File: config.mk
export PLATFORM = sky130hd
export DESIGN_NAME = pr_run_ctrl
export DESIGN_NICKNAME = d
export VERILOG_FILES = /design/src/rtl/pr_pkg.sv /design/src/rtl/pr_period_cnt.sv /design/src/rtl/pr_run_ctrl.sv
export SDC_FILE = /design/constraint.sdc
export NUM_CORES = 1
export LEC_CHECK = 0
export CAP_MARGIN = 20
export CORE_AREA = 2 2 141 143
export DETAILED_ROUTE_END_ITERATION = 16
export DIE_AREA = 0 0 143 145
export GPL_ROUTABILITY_DRIVEN = 0
export PLACE_DENSITY = 0.77
export SYNTH_ARGS = -nofsm -noshare
export SYNTH_HDL_FRONTEND = slang
export SYNTH_HIERARCHICAL = 1
export SYNTH_SLANG_ARGS = --single-unit
export TNS_END_PERCENT = 30
File: constraint.sdc
create_clock -name clk -period 6 [get_ports clk]
set_clock_uncertainty 0.2 [all_clocks]
set_input_delay 0.9 -clock clk [delete_from_list [all_inputs] [get_ports clk]]
set_output_delay 0.9 -clock clk [all_outputs]
set_load 0.005 [all_outputs]
File: src/rtl/pr_pkg.sv
// Shared types and constants for the phase-run controller: the operating modes,
// the controller states and the shortest run length the counter may use.
package pr_pkg;

    typedef enum logic [1:0] {
        MODE_IDLE   = 2'd0,
        MODE_CONT   = 2'd1,
        MODE_BURST  = 2'd2,
        MODE_SINGLE = 2'd3
    } mode_e;

    typedef enum logic [1:0] {
        ST_IDLE  = 2'd0,
        ST_RUN   = 2'd1,
        ST_DRAIN = 2'd2
    } state_e;

    localparam int MIN_PERIOD = 3;

endpackage

File: src/rtl/pr_period_cnt.sv
// Run-period counter: counts 0..max(cfg_period,MIN_PERIOD) while enabled and
// flags the run-start cycle (count 0) and the last cycle of each run.
module pr_period_cnt
    import pr_pkg::*;
#(
    parameter int CNT_WIDTH = 16
) (
    input  logic                 clk,
    input  logic                 reset,
    input  logic                 en,
    input  logic                 start_en,
    input  logic [CNT_WIDTH-1:0] cfg_period,
    output logic                 start,
    output logic                 last
);

    logic [CNT_WIDTH-1:0] cnt_q, cnt_d;
    logic [CNT_WIDTH-1:0] per_q, per_d;
    logic [CNT_WIDTH-1:0] per_eff;

    // Count 0 is never the terminal count, so per_q is only compared once it holds this run's value.
    assign last  = en && (cnt_q != '0) && (cnt_q == per_q);
    assign start = start_en && (cnt_q == '0);

    always_comb begin
        per_eff = (cfg_period < CNT_WIDTH'(MIN_PERIOD)) ? CNT_WIDTH'(MIN_PERIOD) : cfg_period;
        cnt_d   = cnt_q;
        per_d   = per_q;
        if (!en) begin
            cnt_d = '0;
        end else if (last) begin
            cnt_d = '0;
        end else begin
            cnt_d = cnt_q + CNT_WIDTH'(1);
        end
        if (en && (cnt_q == '0)) begin
            per_d = per_eff;
        end
    end

    always_ff @(posedge clk or posedge reset) begin
        if (reset) begin
            cnt_q <= '0;
            per_q <= '0;
        end else begin
            cnt_q <= cnt_d;
            per_q <= per_d;
        end
    end

endmodule

File: src/rtl/pr_run_ctrl.sv
// Phase-run controller: sequences measurement runs, captures the first phase
// strobe of each participating channel and presents one result per run.
module pr_run_ctrl
    import pr_pkg::*;
#(
    parameter int CHANNELS  = 3,
    parameter int PH_WIDTH  = 16,
    parameter int CNT_WIDTH = 16,
    parameter int RUNS      = 3
) (
    input  logic                             clk,
    input  logic                             reset,
    input  logic [1:0]                       cfg_mode,
    input  logic                             cfg_arm,
    input  logic [CNT_WIDTH-1:0]             cfg_period,
    input  logic [CHANNELS-1:0]              ch_mask,
    output logic                             start,
    input  logic [CHANNELS-1:0]              ch_valid,
    input  logic [CHANNELS*PH_WIDTH-1:0]     ch_phase,
    output logic                             out_valid,
    input  logic                             out_ready,
    output logic [CHANNELS*PH_WIDTH-1:0]     out_phase,
    output logic [(CHANNELS-1)*PH_WIDTH-1:0] out_diff,
    output logic [CHANNELS-1:0]              out_timeout,
    output logic [15:0]                      out_run,
    output logic [7:0]                       overrun_cnt,
    output logic                             busy
);

    localparam int RW = $clog2(RUNS + 1);

    state_e                        state_q, state_d;
    mode_e                         mode_q, mode_d;
    logic [RW-1:0]                 rem_q, rem_d;
    logic [15:0]                   run_idx_q, run_idx_d;
    logic [15:0]                   cur_run_q, cur_run_d;
    logic                          run_open_q, run_open_d;
    logic [CHANNELS-1:0]           mask_q, mask_d;
    logic [CHANNELS-1:0]           cap_q, cap_d;
    logic [CHANNELS*PH_WIDTH-1:0]  ph_q, ph_d;
    logic                          out_valid_q, out_valid_d;
    logic [CHANNELS*PH_WIDTH-1:0]  out_phase_q, out_phase_d;
    logic [CHANNELS-1:0]           out_timeout_q, out_timeout_d;
    logic [15:0]                   out_run_q, out_run_d;
    logic [7:0]                    ovr_q, ovr_d;
    logic                          run_last;
    logic                          close;

    pr_period_cnt #(.CNT_WIDTH(CNT_WIDTH)) u_period_cnt (
        .clk       (clk),
        .reset     (reset),
        .en        (state_q != ST_IDLE),
        .start_en  (state_q == ST_RUN),
        .cfg_period(cfg_period),
        .start     (start),
        .last      (run_last)
    );

    // cap_q only ever holds masked channels, so equality means every participant reported.
    assign close = run_open_q && ((cap_q == mask_q) || run_last);

    always_comb begin
        state_d = state_q;
        mode_d  = mode_q;
        rem_d   = rem_q;
        case (state_q)
            ST_IDLE: begin
                if (cfg_mode == MODE_CONT) begin
                    state_d = ST_RUN;
                    mode_d  = MODE_CONT;
                end else if (cfg_arm && (cfg_mode == MODE_BURST)) begin
                    state_d = ST_RUN;
                    mode_d  = MODE_BURST;
                    rem_d   = RW'(RUNS);
                end else if (cfg_arm && (cfg_mode == MODE_SINGLE)) begin
                    state_d = ST_RUN;
                    mode_d  = MODE_SINGLE;
                    rem_d   = RW'(1);
                end
            end
            ST_RUN: begin
                if (start && (mode_q != MODE_CONT)) begin
                    rem_d = rem_q - RW'(1);
                    if (rem_q == RW'(1)) begin
                        state_d = ST_DRAIN;
                    end
                end else if (run_last && ((cfg_mode == MODE_IDLE) ||
                             ((mode_q == MODE_CONT) && (cfg_mode != MODE_CONT)))) begin
                    state_d = ST_DRAIN;
                end
            end
            ST_DRAIN: begin
                if (close || !run_open_q) begin
                    state_d = ST_IDLE;
                end
            end
            default: state_d = ST_IDLE;
        endcase
    end

    always_comb begin
        run_idx_d     = run_idx_q;
        cur_run_d     = cur_run_q;
        run_open_d    = run_open_q;
        mask_d        = mask_q;
        cap_d         = cap_q;
        ph_d          = ph_q;
        out_valid_d   = out_valid_q;
        out_phase_d   = out_phase_q;
        out_timeout_d = out_timeout_q;
        out_run_d     = out_run_q;
        ovr_d         = ovr_q;

        // Strobes in the start cycle fall through: run_open_q is still low there.
        if (start) begin
            run_open_d = 1'b1;
            mask_d     = ch_mask;
            cap_d      = '0;
            ph_d       = '0;
            cur_run_d  = run_idx_q;
            run_idx_d  = run_idx_q + 16'd1;
        end else if (close) begin
            run_open_d = 1'b0;
        end else if (run_open_q) begin
            for (int i = 0; i < CHANNELS; i++) begin
                if (mask_q[i] && ch_valid[i] && !cap_q[i]) begin
                    cap_d[i]                   = 1'b1;
                    ph_d[i*PH_WIDTH +: PH_WIDTH] = ch_phase[i*PH_WIDTH +: PH_WIDTH];
                end
            end
        end

        if (close) begin
            if (!out_valid_q || out_ready) begin
                out_valid_d   = 1'b1;
                out_phase_d   = ph_q;
                out_timeout_d = mask_q & ~cap_q;
                out_run_d     = cur_run_q;
            end else if (ovr_q != 8'hFF) begin
                ovr_d = ovr_q + 8'd1;
            end
        end else if (out_valid_q && out_ready) begin
            out_valid_d = 1'b0;
        end
    end

    always_ff @(posedge clk or posedge reset) begin
        if (reset) begin
            state_q       <= ST_IDLE;
            mode_q        <= MODE_IDLE;
            rem_q         <= '0;
            run_idx_q     <= '0;
            cur_run_q     <= '0;
            run_open_q    <= 1'b0;
            mask_q        <= '0;
            cap_q         <= '0;
            ph_q          <= '0;
            out_valid_q   <= 1'b0;
            out_phase_q   <= '0;
            out_timeout_q <= '0;
            out_run_q     <= '0;
            ovr_q         <= '0;
        end else begin
            state_q       <= state_d;
            mode_q        <= mode_d;
            rem_q         <= rem_d;
            run_idx_q     <= run_idx_d;
            cur_run_q     <= cur_run_d;
            run_open_q    <= run_open_d;
            mask_q        <= mask_d;
            cap_q         <= cap_d;
            ph_q          <= ph_d;
            out_valid_q   <= out_valid_d;
            out_phase_q   <= out_phase_d;
            out_timeout_q <= out_timeout_d;
            out_run_q     <= out_run_d;
            ovr_q         <= ovr_d;
        end
    end

    generate
        for (genvar gi = 0; gi < CHANNELS - 1; gi++) begin : g_diff
            assign out_diff[gi*PH_WIDTH +: PH_WIDTH] =
                out_phase_q[(gi+1)*PH_WIDTH +: PH_WIDTH] - out_phase_q[0 +: PH_WIDTH];
        end
    endgenerate

    assign out_valid   = out_valid_q;
    assign out_phase   = out_phase_q;
    assign out_timeout = out_timeout_q;
    assign out_run     = out_run_q;
    assign overrun_cnt = ovr_q;
    assign busy        = (state_q != ST_IDLE);

endmodule

==> flow_summary.yaml <==
outcome:
  status: "finished, final reports clean"
synthesis:
  ys_warn_count: 6
  ys_async_sr_fraction: 1.00
  synth_top_area_cell: "dfrtp_1"
  synthFlopType: "dfrtp_1"
  synth_seq_cells: 201
  synth_nets: 972
  synth_cell_types: 68
  synthCells: 856
  synth_top_area_frac: 0.502
  yosys-top-cells-count: "dfrtp_1 (201), mux2_2 (96), xnor2_1 (50)"
  syn_avg_cell_area_um2: 11.7
  synth_area_leaders: "dfrtp_1 (50%), mux2_2 (11%), ha_1 (4.7%)"
  synth-edff-count: 0
  synth.most_common_cell: "dfrtp_1"
  syn_area_um2: 10000
  ys_seq_area_frac: 0.502
sta:
  layout_min_cycle_time_ns: 4.34
  hold_viol: 0
  grt_setup_unrepaired: "no"
  slew_headroom: 0.327
  hold-worst-slack_ns: 0.266
  timing.setup.tns_ns: 0
  finalSetupViolations: 0
  tightest_slew_ns: 1.00
  slew_viol_final: 0
  fmax_mhz: 230
  post-route-period-util: 0.723
die:
  rows: 51
  ios: 186
  start_util: 0.522
  die_h_um: 145
  dieWidth_um: 143
  coreArea_um2: 19200
  die_area_um2: 20700
global_route:
  antenna_found_initial: 3
  grt_usage: 0.227
  grt_pass1_vias: 7154
  grt_pass1_wl_um: 37800
  grt_max_degree: 84
  grt_overflow: 0
clocking:
  path_clk_slew_ns: 0.05
  hold_buffers: 0
  clkLatencyLatePin_ns: 0.51
  cts_setup_buffers: 0
  h-tree-depth: 1
  cts.sinks: 201
  cts_resized: 0
  cts_max_path_buffers: 3
  cts_buffers: 23
  cts_tree: "yes"
  cts-root-buf: "clkbuf_16"
place:
  dpl-instance-area_um2: 12100
  io_buffers: 185
  hpwlAfterDp_um: 17200
route:
  firstDrtPassIters: 4
  drtIter0Drc: 320
  drtAntennaViolNets: 0
  via_count: 7251
  via_per_inst: 5.49
  wl_per_cell_um: 17.9
  wl_um: 23600
  drc_errors: 0
layout:
  syn_to_final_growth_pct: 28.0
  multiInputGateArea_um2: 4650
  finish.instance_area_um2: 12800
  register_area_um2: 5030
  n_fill_cell: 1495
  layout-drive-gt1-share: 0.163
  num-nets-final: 1162
worst_setup_path:
  reg2reg_to: "ph_q[39]"
  reg2regPathDepth: 10
  worstSetupStartpoint: "out_phase[0]"
  critPathKind: "register to output pin"
  cp-endpoint: "out_diff[28]"
  required_ns: 4.90
  startpoint_type: "register"
  worst_setup_path_end_kind: "output pin"
  r2r_slack_ns: 2.74
  cp_max_fo: 5
  crit_arrival_ns: 3.24
  regToRegStartpoint: "u_period_cnt/cnt_q[0]"
hold_path:
  hold_class: "register to register"
pwr:
  ir_drop_uv: 285
  p_leak_uw: 0.00580
  power_density_nw_per_um2: 565
job:
  max-cap-violations: 0
[state kept, by name (all words and copies together), names as in the netlist, 8 cells and up]
| register | flops |
|---|---|
| ph_q | 48 |
| u_period_cnt/per_q | 16 |
| run_idx_q | 16 |
| overrun_cnt | 8 |
| cur_run_q | 16 |
| u_period_cnt/cnt_q | 16 |
| out_run | 16 |
| out_phase | 48 |
[worst max-delay path: stages (launching register included)]
cell             delay (ns)
dfrtp_1                0.40
ha_1                   0.23
fa_1                   0.41
nor2b_1                0.17
o211ai_1               0.12
a21oi_1                0.40
a21oi_1                0.18
o211ai_1               0.28
clkdlybuf4s50_1        0.55
[final cells by class]
cell class              instances  area share
flip-flops and latches        201       0.392
multi-input cells             583       0.363
repair buffers                194       0.151
clock buffers                  30      0.0500
well taps                     265      0.0258
inverters                      43      0.0130
clock inverters                 3     0.00536
diodes                          2    0.000390
[report_power, final]
part / switching (uW) / internal (uW)
combinational: 1740 / 2070
clock: 517 / 824
sequential: 329 / 1780
[placed cells by master (no fill, tap or decap), types with 3 or more instances in the layout]
| master | Yosys | layout |
|---|---|---|
| o21ai_0 | 24 | 24 |
| clkbuf_8 | 0 | 4 |
| nor2_1 | 46 | 46 |
| inv_1 | 43 | 42 |
| buf_4 | 5 | 8 |
| nor4_1 | 6 | 6 |
| o22ai_1 | 6 | 6 |
| nand2b_1 | 11 | 11 |
| xor2_1 | 24 | 24 |
| a22o_1 | 48 | 48 |
| nand3_1 | 25 | 24 |
| dfrtp_1 | 201 | 201 |
| a211oi_1 | 4 | 4 |
| o21a_1 | 7 | 7 |
| nand2_1 | 43 | 43 |
| ha_1 | 38 | 38 |
| xnor2_1 | 50 | 50 |
| nor2b_1 | 6 | 6 |
| mux2_2 | 96 | 96 |
| a31oi_1 | 4 | 4 |
| and4_1 | 3 | 3 |
| o211ai_1 | 5 | 5 |
| clkdlybuf4s50_1 | 0 | 185 |
| a31o_2 | 3 | 3 |
| a21oi_1 | 38 | 38 |
| nor3_1 | 7 | 7 |
| nor2_2 | 3 | 3 |
| clkbuf_16 | 0 | 23 |
| nand4_1 | 16 | 16 |
| a21o_1 | 6 | 6 |
| nor2_4 | 7 | 7 |
| nor4b_1 | 4 | 4 |
| mux2_4 | 6 | 6 |
| clkbuf_1 | 3 | 3 |
| and3_1 | 7 | 7 |
[metrics by stage]
stage | cells | utilization | setup WS, ns | power (uW)
floorplan | 856 | - | 0.325 | 4350
detailed placement | 1285 | 0.630 | 2.18 | 5910
global placement | 1285 | 0.630 | 2.25 | 5840
global route | 1320 | 0.668 | 1.41 | 7740
finish | 1321 | 0.668 | 1.66 | 7250
CTS | 1318 | 0.667 | 1.63 | 7290
[routing by layer]
layer,vias to the layer above,wire length [um],track usage,part of all wire
li1,3460,-,-,-
met1,3562,10200,0.307,0.43
met2,177,11100,0.368,0.47
met3,48,1400,0.0479,0.059
met4,4,789,0.0718,0.033
met5,-,25,0,0.0011
[cells by family (layout without fill, tap and decap cells)]
logic type	count (synthesis)	after routing	synth area share
AO/OA/AOI/OAI	164	164	0.116
buffers and inverters	72	270	0.0358
other	0	2	0
AND/OR/NAND/NOR	203	203	0.113
multiplexers	102	102	0.117
adder cells (fa/ha/maj)	40	40	0.0514
flip-flops	201	201	0.502
XOR/XNOR	74	74	0.0646
[worst min path at each step]
| stage | start | endpoint | depth (start not counted) |
|---|---|---|---|
| final | run_idx_q[15] | run_idx_q[15] | 1 |
| after global routing | run_idx_q[15] | run_idx_q[15] | 1 |
| after CTS | run_idx_q[15] | run_idx_q[15] | 1 |
| after detailed placement | run_idx_q[15] | run_idx_q[15] | 1 |
| after global placement | run_idx_q[15] | run_idx_q[15] | 1 |
| after floorplan | run_idx_q[15] | run_idx_q[15] | 1 |
Power figures use the tool's default switching activity.
